[src/rtl/ring_buffer_pkg.sv]
`default_nettype none
// ============================================================================
// Module      : ring_buffer_pkg
// Description : Shared types and defaults for the convolution input ring
//               buffer and its read-side consumer (ring_buffer_reader).
//               Contents:
//                 DEF_DATA_WIDTH / DEF_DATA_OF_SET - default word/set sizes
//                 data_set_t      - one buffer entry (lane-indexed words)
//                 reader_state_t  - reader FSM encoding
//                 lane_width()    - lane index width for a given set size
// Revision    : 1.0 - initial release
// ============================================================================
package ring_buffer_pkg;

  localparam int DEF_DATA_WIDTH  = 4;
  localparam int DEF_DATA_OF_SET = 4;

  // One buffer entry: element [i] is lane i.
  typedef logic [DEF_DATA_OF_SET-1:0][DEF_DATA_WIDTH-1:0] data_set_t;

  typedef enum logic [1:0] {
    RS_IDLE = 2'd0,
    RS_WAIT = 2'd1,
    RS_SEND = 2'd2
  } reader_state_t;

  // Lane index width; a set always has at least two lanes, so this is >= 1.
  function automatic int lane_width(input int data_of_set);
    return (data_of_set < 2) ? 1 : $clog2(data_of_set);
  endfunction

endpackage : ring_buffer_pkg
`default_nettype wire

[src/rtl/ring_buffer_reader_if.sv]
`default_nettype none
// ============================================================================
// Module      : ring_buffer_reader_if
// Description : Bundles the ring-buffer read port and the PE-side streaming
//               handshake of the ring buffer reader.
//   empty_flag : ring buffer empty indication          (to reader)
//   ren        : ring buffer read enable               (from reader)
//   buf_dout   : ring buffer read data, next cycle     (to reader)
//   flush      : synchronous abort                     (to reader)
//   out_valid / out_ready / out_data / out_lane / out_last : lane stream
//   sets_done  : count of fully transferred sets       (from reader)
//   Modports: master = reader side, slave = buffer / PE / control side.
// Revision    : 1.0 - initial release
// ============================================================================
interface ring_buffer_reader_if #(
  parameter int DATA_WIDTH  = ring_buffer_pkg::DEF_DATA_WIDTH,
  parameter int DATA_OF_SET = ring_buffer_pkg::DEF_DATA_OF_SET,
  parameter int CNT_WIDTH   = 16
);
  import ring_buffer_pkg::*;

  localparam int LANE_W = lane_width(DATA_OF_SET);

  logic                                    empty_flag;
  logic                                    ren;
  logic [DATA_OF_SET-1:0][DATA_WIDTH-1:0]  buf_dout;
  logic                                    flush;
  logic                                    out_valid;
  logic                                    out_ready;
  logic [DATA_WIDTH-1:0]                   out_data;
  logic [LANE_W-1:0]                       out_lane;
  logic                                    out_last;
  logic [CNT_WIDTH-1:0]                    sets_done;

  modport master (
    input  empty_flag, buf_dout, flush, out_ready,
    output ren, out_valid, out_data, out_lane, out_last, sets_done
  );

  modport slave (
    output empty_flag, buf_dout, flush, out_ready,
    input  ren, out_valid, out_data, out_lane, out_last, sets_done
  );

endinterface : ring_buffer_reader_if
`default_nettype wire

[src/rtl/ring_buffer_reader_set_serializer.sv]
`default_nettype none
// ============================================================================
// Module      : set_serializer
// Description : Holds one set of DATA_OF_SET words and presents it one lane
//               at a time, lane 0 first.
//   clk, rst   : clock, asynchronous active-low reset
//   load       : capture din, restart at lane 0
//   advance    : step to the next lane (wraps to 0 after the last lane)
//   clear      : drop the held set and restart at lane 0 (wins over load)
//   din        : set to capture
//   valid      : outputs are forced to 0 while low
//   out_data / out_lane / out_last : current lane word, index, last flag
// Revision    : 1.0 - initial release
// ============================================================================
module set_serializer
  import ring_buffer_pkg::*;
#(
  parameter int DATA_WIDTH  = DEF_DATA_WIDTH,
  parameter int DATA_OF_SET = DEF_DATA_OF_SET,
  parameter int LANE_W      = lane_width(DATA_OF_SET)
) (
  input  logic                                   clk,
  input  logic                                   rst,
  input  logic                                   load,
  input  logic                                   advance,
  input  logic                                   clear,
  input  logic [DATA_OF_SET-1:0][DATA_WIDTH-1:0] din,
  input  logic                                   valid,
  output logic [DATA_WIDTH-1:0]                  out_data,
  output logic [LANE_W-1:0]                      out_lane,
  output logic                                   out_last
);

  localparam logic [LANE_W-1:0] LAST_LANE = LANE_W'(DATA_OF_SET - 1);

  logic [DATA_OF_SET-1:0][DATA_WIDTH-1:0] hold_q, hold_d;
  logic [LANE_W-1:0]                      lane_q, lane_d;
  logic                                   at_last;

  assign at_last = (lane_q == LAST_LANE);

  always_comb begin
    hold_d = hold_q;
    lane_d = lane_q;
    if (clear) begin
      hold_d = '0;
      lane_d = '0;
    end else if (load) begin
      hold_d = din;
      lane_d = '0;
    end else if (advance) begin
      // Explicit wrap so non-power-of-two set sizes never index past the set.
      lane_d = at_last ? '0 : lane_q + LANE_W'(1);
    end
  end

  always_ff @(posedge clk or negedge rst) begin
    if (!rst) begin
      hold_q <= '0;
      lane_q <= '0;
    end else begin
      hold_q <= hold_d;
      lane_q <= lane_d;
    end
  end

  // Outputs read as zero whenever nothing is being offered downstream.
  always_comb begin
    out_data = '0;
    out_lane = '0;
    out_last = 1'b0;
    if (valid) begin
      out_data = hold_q[lane_q];
      out_lane = lane_q;
      out_last = at_last;
    end
  end

endmodule : set_serializer
`default_nettype wire

[src/rtl/ring_buffer_reader.sv]
`default_nettype none
// ============================================================================
// Module      : ring_buffer_reader
// Description : Read-side consumer of the convolution input ring buffer.
//               Pops one set whenever the buffer is non-empty, holds it and
//               streams it lane by lane to the PE datapath (valid/ready).
//   clk        : clock
//   rst        : asynchronous reset, active low
//   bus        : ring_buffer_reader_if.master (ren/empty_flag/buf_dout,
//                flush, out_* stream, sets_done)
//   Optional   : `define READER_PREFETCH_EN to issue the next read on the
//                last-lane handshake and skip the IDLE cycle between sets.
// Revision    : 1.0 - initial release
// ============================================================================
module ring_buffer_reader
  import ring_buffer_pkg::*;
#(
  parameter int DATA_WIDTH  = DEF_DATA_WIDTH,
  parameter int DATA_OF_SET = DEF_DATA_OF_SET,
  parameter int CNT_WIDTH   = 16
) (
  input  logic                  clk,
  input  logic                  rst,
  ring_buffer_reader_if.master  bus
);

  localparam int LANE_W = lane_width(DATA_OF_SET);

  localparam logic [1:0] ST_IDLE = RS_IDLE;
  localparam logic [1:0] ST_WAIT = RS_WAIT;
  localparam logic [1:0] ST_SEND = RS_SEND;

  logic [1:0]             state_q, state_d;
  logic [CNT_WIDTH-1:0]   cnt_q, cnt_d;
  logic                   ren;
  logic                   out_valid;
  logic                   handshake;
  logic                   ser_load;
  logic                   ser_advance;
  logic                   ser_clear;
  logic [DATA_WIDTH-1:0]  ser_data;
  logic [LANE_W-1:0]      ser_lane;
  logic                   ser_last;

  assign out_valid = (state_q == ST_SEND);
  assign handshake = out_valid && bus.out_ready;

  always_comb begin
    state_d     = state_q;
    cnt_d       = cnt_q;
    ren         = 1'b0;
    ser_load    = 1'b0;
    ser_advance = 1'b0;
    ser_clear   = 1'b0;

    case (state_q)
      ST_IDLE: begin
        ren = !bus.empty_flag;
        if (ren) begin
          state_d = ST_WAIT;
        end
      end

      ST_WAIT: begin
        // The set read in the previous cycle is on buf_dout now.
        ser_load = 1'b1;
        state_d  = ST_SEND;
      end

      ST_SEND: begin
        if (handshake) begin
          ser_advance = 1'b1;
          if (ser_last) begin
            cnt_d   = cnt_q + CNT_WIDTH'(1);
            state_d = ST_IDLE;
`ifdef READER_PREFETCH_EN
            if (!bus.empty_flag) begin
              ren     = 1'b1;
              state_d = ST_WAIT;
            end
`endif
          end
        end
      end

      default: begin
        state_d = ST_IDLE;
      end
    endcase

    // Abort overrides everything: no read, no credit for a coinciding
    // last-lane handshake, and any set in flight (or arriving) is dropped.
    if (bus.flush) begin
      state_d     = ST_IDLE;
      cnt_d       = cnt_q;
      ren         = 1'b0;
      ser_load    = 1'b0;
      ser_advance = 1'b0;
      ser_clear   = 1'b1;
    end
  end

  always_ff @(posedge clk or negedge rst) begin
    if (!rst) begin
      state_q <= ST_IDLE;
      cnt_q   <= '0;
    end else begin
      state_q <= state_d;
      cnt_q   <= cnt_d;
    end
  end

  set_serializer #(
    .DATA_WIDTH  (DATA_WIDTH),
    .DATA_OF_SET (DATA_OF_SET),
    .LANE_W      (LANE_W)
  ) u_set_serializer (
    .clk      (clk),
    .rst      (rst),
    .load     (ser_load),
    .advance  (ser_advance),
    .clear    (ser_clear),
    .din      (bus.buf_dout),
    .valid    (out_valid),
    .out_data (ser_data),
    .out_lane (ser_lane),
    .out_last (ser_last)
  );

  assign bus.ren       = ren;
  assign bus.out_valid = out_valid;
  assign bus.out_data  = ser_data;
  assign bus.out_lane  = ser_lane;
  assign bus.out_last  = ser_last;
  assign bus.sets_done = cnt_q;

endmodule : ring_buffer_reader
`default_nettype wire
[src/flat_wrapper.sv]
// flat-port wrapper written by rule: the top's interface ports become plain ports
module ring_buffer_reader_flat import ring_buffer_pkg::*;
#(
  parameter int DATA_WIDTH  = DEF_DATA_WIDTH,
  parameter int DATA_OF_SET = DEF_DATA_OF_SET,
  parameter int CNT_WIDTH   = 16
)
  (clk, rst, bus_empty_flag, bus_buf_dout, bus_flush, bus_out_ready, bus_ren, bus_out_valid, bus_out_data, bus_out_lane, bus_out_last, bus_sets_done);
  ring_buffer_reader_if #(.DATA_WIDTH(DATA_WIDTH), .DATA_OF_SET(DATA_OF_SET), .CNT_WIDTH(CNT_WIDTH)) bus_i ();
  input  logic clk;
  input  logic rst;
  input wire logic [$bits(bus_i.empty_flag)-1:0] bus_empty_flag;
  input wire logic [$bits(bus_i.buf_dout)-1:0] bus_buf_dout;
  input wire logic [$bits(bus_i.flush)-1:0] bus_flush;
  input wire logic [$bits(bus_i.out_ready)-1:0] bus_out_ready;
  output wire logic [$bits(bus_i.ren)-1:0] bus_ren;
  output wire logic [$bits(bus_i.out_valid)-1:0] bus_out_valid;
  output wire logic [$bits(bus_i.out_data)-1:0] bus_out_data;
  output wire logic [$bits(bus_i.out_lane)-1:0] bus_out_lane;
  output wire logic [$bits(bus_i.out_last)-1:0] bus_out_last;
  output wire logic [$bits(bus_i.sets_done)-1:0] bus_sets_done;
  assign bus_i.empty_flag = bus_empty_flag;
  assign bus_i.buf_dout = bus_buf_dout;
  assign bus_i.flush = bus_flush;
  assign bus_i.out_ready = bus_out_ready;
  assign bus_ren = bus_i.ren;
  assign bus_out_valid = bus_i.out_valid;
  assign bus_out_data = bus_i.out_data;
  assign bus_out_lane = bus_i.out_lane;
  assign bus_out_last = bus_i.out_last;
  assign bus_sets_done = bus_i.sets_done;
  ring_buffer_reader #(.DATA_WIDTH(DATA_WIDTH), .DATA_OF_SET(DATA_OF_SET), .CNT_WIDTH(CNT_WIDTH)) u_core (.clk(clk), .rst(rst), .bus(bus_i));
endmodule
[config.mk]
export PLATFORM = sky130hd
export DESIGN_NAME = ring_buffer_reader_flat
export DESIGN_NICKNAME = d
export VERILOG_FILES = /design/src/rtl/ring_buffer_pkg.sv /design/src/rtl/ring_buffer_reader_if.sv /design/src/rtl/ring_buffer_reader_set_serializer.sv /design/src/rtl/ring_buffer_reader.sv /design/src/flat_wrapper.sv
export SDC_FILE = /design/constraint.sdc
export NUM_CORES = 1
export LEC_CHECK = 0
export ABC_AREA = 1
export BUFFER_PORTS_ARGS = -buffer_cell sky130_fd_sc_hd__buf_2
export CAP_MARGIN = 20
export CORE_ASPECT_RATIO = 1.2
export CORE_MARGIN = 2
export CORE_UTILIZATION = 57
export CTS_CLUSTER_SIZE = 24
export DETAILED_ROUTE_END_ITERATION = 8
export PLACE_DENSITY_LB_ADDON = 0.2
export SLEW_MARGIN = 10
export SYNTH_ARGS = -nofsm -noshare
export SYNTH_HDL_FRONTEND = slang
export SYNTH_SLANG_ARGS = --single-unit
[constraint.sdc]
create_clock -name clk -period 2.4 [get_ports clk]
set_input_delay 0.36 -clock clk [delete_from_list [all_inputs] [get_ports clk]]
set_output_delay 0.36 -clock clk [all_outputs]
set_load 0.01 [all_outputs]
# Yosys cells after proc, flatten, opt, wreduce, memory -nomap -nowiden
# Index checks and enable logic that the tools add are counted.
# classes
addsub	2
n_mul	0
div	0
magnitude_cmp	1
n_eq_ne	6
shifts	0
muxes	24
bitwise	1
n_reduce_logical	7
# op_table
operator	count
$mux W16	2
$mux W2	9
$add A16 B1 Y16 const B	1
$mux W1	9
$ne A3 B3 Y1 const B	3
$bmux W4 S2	1
$mux W4	2
$pmux W2 S3	1
$eq A2 B2 Y1 const B	2
$reduce_and A4 Y1	1
$lt A2 B3 Y1 const B	1
$reduce_and A3 Y1	1
$reduce_bool A3 Y1	1
$add A2 B1 Y2 const B	1
$eq A2 B1 Y1 const B	1
$logic_not A2 Y1	1
$reduce_bool A2 Y1	1
$logic_and A1 B1 Y1	1
$logic_not A1 Y1	1
$not A1 Y1	1
# word_totals
ff_bits	36
latchBits	0
ram_bits	0
mem_bits_ro	0
in_bits	21
out_inout_bits	25
word_cells	48
n_memories	0

# Logic depth before layout (Yosys ltp)
# logic_depth
depth_word	8
ltp_mapped	8
mapped_depth_nobuf	7

# Modules after synthesis
# Synthesis repeated with hierarchy kept, for this count alone.
# unflattened
cells_unflattened	259
area_unflattened_um2	2023.2
# modules_own_cells
module	instances	cells_per_inst	area_per_inst_um2	seq_area_each_um2
ring_buffer_reader	1	141	1066.0	450.4
set_serializer	1	118	957.2	450.4

# Worst setup path before layout
# OpenSTA, ideal clock, no wires.
# synth_timing
kind	flip-flop to output port
from	register u_core.u_set_serializer.lane_q[0]
to	output port bus_out_data[0]
arrival_time_ns	1.147
required_ns	2.040
setup_slack_ns	0.893
stages_incl_launch_ff	6
n_path_buf	2
path_cell_list	dfrtp_1 > buf_2 > inv_1 > clkbuf_1 > o21ai_0 > a21oi_1
# synth_via
elab_chain_cells	3
# synth_rtl
item	line_no	rtl
start: declaration	ring_buffer_reader_set_serializer.sv:37	logic [LANE_W-1:0] lane_q, lane_d;
start signal: assignment	ring_buffer_reader_set_serializer.sv:63	lane_q <= lane_d;
$bmux W4 S2	ring_buffer_reader_set_serializer.sv:73	out_data = hold_q[lane_q];
$mux W4 (implied by the code)	ring_buffer_reader_set_serializer.sv:73	
$mux W4	ring_buffer_reader_set_serializer.sv:72	if (valid) begin
end: declaration	flat_wrapper.sv:18	output wire logic [$bits(bus_i.out_data)-1:0] bus_out_data;
# Every way passes these cells. The select of a mux whose other input is x is not followed.

# Worst setup path in the final report
# layout_timing
from	register u_core.u_set_serializer.lane_q[0]
to	output port bus_out_data[1]
# Same word-level chain as after synthesis.

==> impl_metrics.csv <==
group,metric,value,unit
outcome,status,"completed",
layout,syn2layout_area_growth,16.1,%
global_routing,grt_pass1_vias,1540,
worst_setup_path,crit_family,"flip-flops",
cts,postCtsSetupBuffers,0,
cts,cts_tree,"done",
global_routing,grt_pass1_wl,6870,um
sta,fin_tns_setup,0,ns
synth,syn-cell-area,1880,sq um
cts,cts_buffers,5,
layout,nets,309,
floorplanning,start_util,60.5,%
worst_setup_path,cp_data_required_time,2.04,ns
flow_run,maxCapViolations,0,
worst_setup_path,r2r_cells,6,
layout,final_cells,323,
cts,root_buffer,"clkbuf_4",
floorplanning,dieArea,3780,sq um
cts,clkTransAtPathRegs,0.11,ns
power,power.density,541,nW/um^2
cts,hold_buffers,0,
floorplanning,die_h,67.0,um
power,power,0.00118,W
synth,post-synth-top-count-cell,"nand2_1",
layout,num_antenna_cells,0,
power,ir_drop,0.484,mV
sta,hold_viol,0,
synth,synth.largest_area_cell,"dfrtp_1",
worst_setup_path,cp.buffers_inverters,2,
placed_design,gp_congestion,0.857,
synth,ys_top_cells_by_area,"dfrtp_1 (48%), nand2_1 (13%), o21ai_0 (7.2%), inv_1 (6.4%), nand3_1 (4.3%)",
worst_setup_path,reg2reg_slack,0.75,ns
sta,drv_slew,0,
synth,yosys.area_share.xor_xnor,4.19,%
synth,synth_flop_cell,"dfrtp_1",
synth,synth_top_area_share,47.8,%
layout,fin_util,70.3,%
route,dr_total_vias,1700,
global_routing,grt_max_degree,37,
route,dr.pass1.iters,4,
placed_design,io_buffers,45,
worst_setup_path,crit_chain,"inv_1, a21oi_1, o21ai_0, a21oi_1, buf_2",
worst_setup_path,slowest_delay,0.51,ns
floorplanning,die_x,56.5,um
synth,async_reset_ff_share,100,%
floorplanning,pin_count,46,
cts,h-tree-depth,2,
worst_setup_path,path_max_fanout,11,
synth,yosysWarnings,0,
sta,finalCriticalPeriod,2.00,ns
hold_path,hp-class,"in -> async",
synth,syn_inst,241,
synth,synth_top_cells_by_count,"nand2_1 (64), dfrtp_1 (36), inv_1 (32)",
global_routing,grt_antenna_before_repair,0,
sta,rsz0062_at_grt,"no",
synth,ys_seq_area_share,47.8,%
worst_setup_path,r2r-end,"u_core.bus.sets_done[7]",
global_routing,grt_use_total,24.3,%
cts,clockBufferDepth,2,
power,power_leakage,1.13,nW
sta,max_slew_margin,47.7,%
worst_setup_path,crit_path_start_kind,"flip-flop",
synth,synth-edff-count,0,
route,drtAntennaViolNets,0,
placed_design,dp_hpwl,2880,um
synth,synth-simple-area-share,25.9,%
layout,drive_gt1_share,20.2,%
global_routing,grt-ovfl-total,0,
route,drt_wl_total,4230,um
floorplanning,rows,22,
worst_setup_path,r2r-start,"u_core.u_set_serializer.lane_q[0]",
route,vias_per_cell,5.26,
synth,synthAdderAreaFrac,1.33,%
cts,cts_resized,0,
placed_design,pre_cts_slack,0.765,ns
synth,muxShareOfSynthArea,0,%
sta,finClkSkew,0.00901,ns
synth,avgSynthCellArea,7.81,sq um
placed_design,place_inst,315,
worst_setup_path,worst_path_most_repeated_cell,"a21oi_1",
route,drtIter0Drc,89,
worst_setup_path,crit_type,"reg -> out",
worst_setup_path,cp-startpoint,"u_core.u_set_serializer.lane_q[0]",
route,drc,0,
sta,setup_slack,0.396,ns
synth,synth_top_family_by_area,"simple AND/OR/NAND/NOR gates",
synth,yosys_register_bits,36,
cts,insertion_delay,0.35,ns
synth,synth_compound_area_share,11.5,%
worst_setup_path,critPathSlowestCell,"dfrtp_1",
worst_setup_path,crit_path_end_kind,"output port",
synth,yosys.cell_types.count,22,
sta,finalSetupViolCount,0,
route,wl_per_cell,13.1,um
floorplanning,core_area,3110,sq um
sta,timing.final.crit_share,83.5,%
worst_setup_path,cp.arrival,1.64,ns
sta,worstMarginPinSlew,0.785,ns
layout,nFillCells,284,
cts,cts_sinks,36,
sta,fmax,499,MHz
synth,synth_nets,264,
worst reg2reg max path, cell delays in order, from the launching register on:
cell     delay, ns
dfrtp_1       0.51
ha_1          0.24
nand3_2       0.11
nor2_4        0.40
inv_1         0.17
nand2_1       0.09
nand2_1       0.05
power breakdown:
group	switching (W)	internal [W]	total (W)
sequential	0.0000184	0.000634	0.000652
clock	0.000207	0.000218	0.000425
combinational	0.0000704	0.0000358	0.000106
sequential cells by signal, summed over array words and instances, names as in the netlist:
signal and cells:
u_core.bus.sets_done 16, u_core.u_set_serializer.hold_q 16, u_core.state_q 2, u_core.u_set_serializer.lane_q 2
how the worst max path moves through the flow:
stage	cells after the start	slack, ns	end
after floorplan	5	0.89	bus_out_data[0]
after global placement	6	0.83	u_core.bus.sets_done[13]
after detailed placement	6	0.76	u_core.bus.sets_done[7]
after CTS	5	0.40	bus_out_data[1]
after global routing	5	0.19	bus_out_data[1]
final	5	0.40	bus_out_data[1]
final cells by class:
class | count | area [sq um] | area share [%]
clock buffers | 6 | 41.3 | 1.89
clock inverters | 2 | 35.0 | 1.60
inverters | 35 | 131 | 6.01
multi-input cells | 163 | 808 | 37.0
flip-flops and latches | 36 | 901 | 41.2
well taps | 36 | 45.0 | 2.06
repair buffers | 45 | 225 | 10.3
cells in the final DEF, fill, tap and decap left out, types with 2 or more instances in the layout:
cell type  instances
nor3_1             2
xor2_1             8
nor2_1            15
o21ai_0           27
ha_1               2
inv_1             32
nand2_1           64
nor4_1             2
nand3_1           16
buf_2             45
nor2_4             2
clkbuf_4           5
nand4_1            9
inv_2              2
a21oi_1           13
dfrtp_1           36
metrics by stage:
step                      cell area, sq um  hold slack, ns
after floorplan                       1880          0.0644
after global placement                2110           0.476
after detailed placement              2110           0.484
after CTS                             2190          0.0909
after global routing                  2190           0.136
final                                 2190          0.0748
per-layer routing:
| layer | track usage, % | share of wire [%] | vias to the layer above |
|---|---|---|---|
| met2 | 38.7 | 48 | 45 |
| met5 | 0 | 0 | - |
| li1 | - | - | 862 |
| met4 | 14.9 | 3.7 | 0 |
| met3 | 6.41 | 5.1 | 15 |
| met1 | 29.3 | 43 | 778 |
logic make-up after synthesis:
| logic type | Yosys count |
|---|---|
| AOI/OAI and AO/OA | 41 |
| xor gates and xnor gates | 9 |
| adders and majority gates | 2 |
| buffers and inverters | 42 |
| DFF | 36 |
| and+or+nand+nor | 111 |
Power figures use the tool's default switching activity.
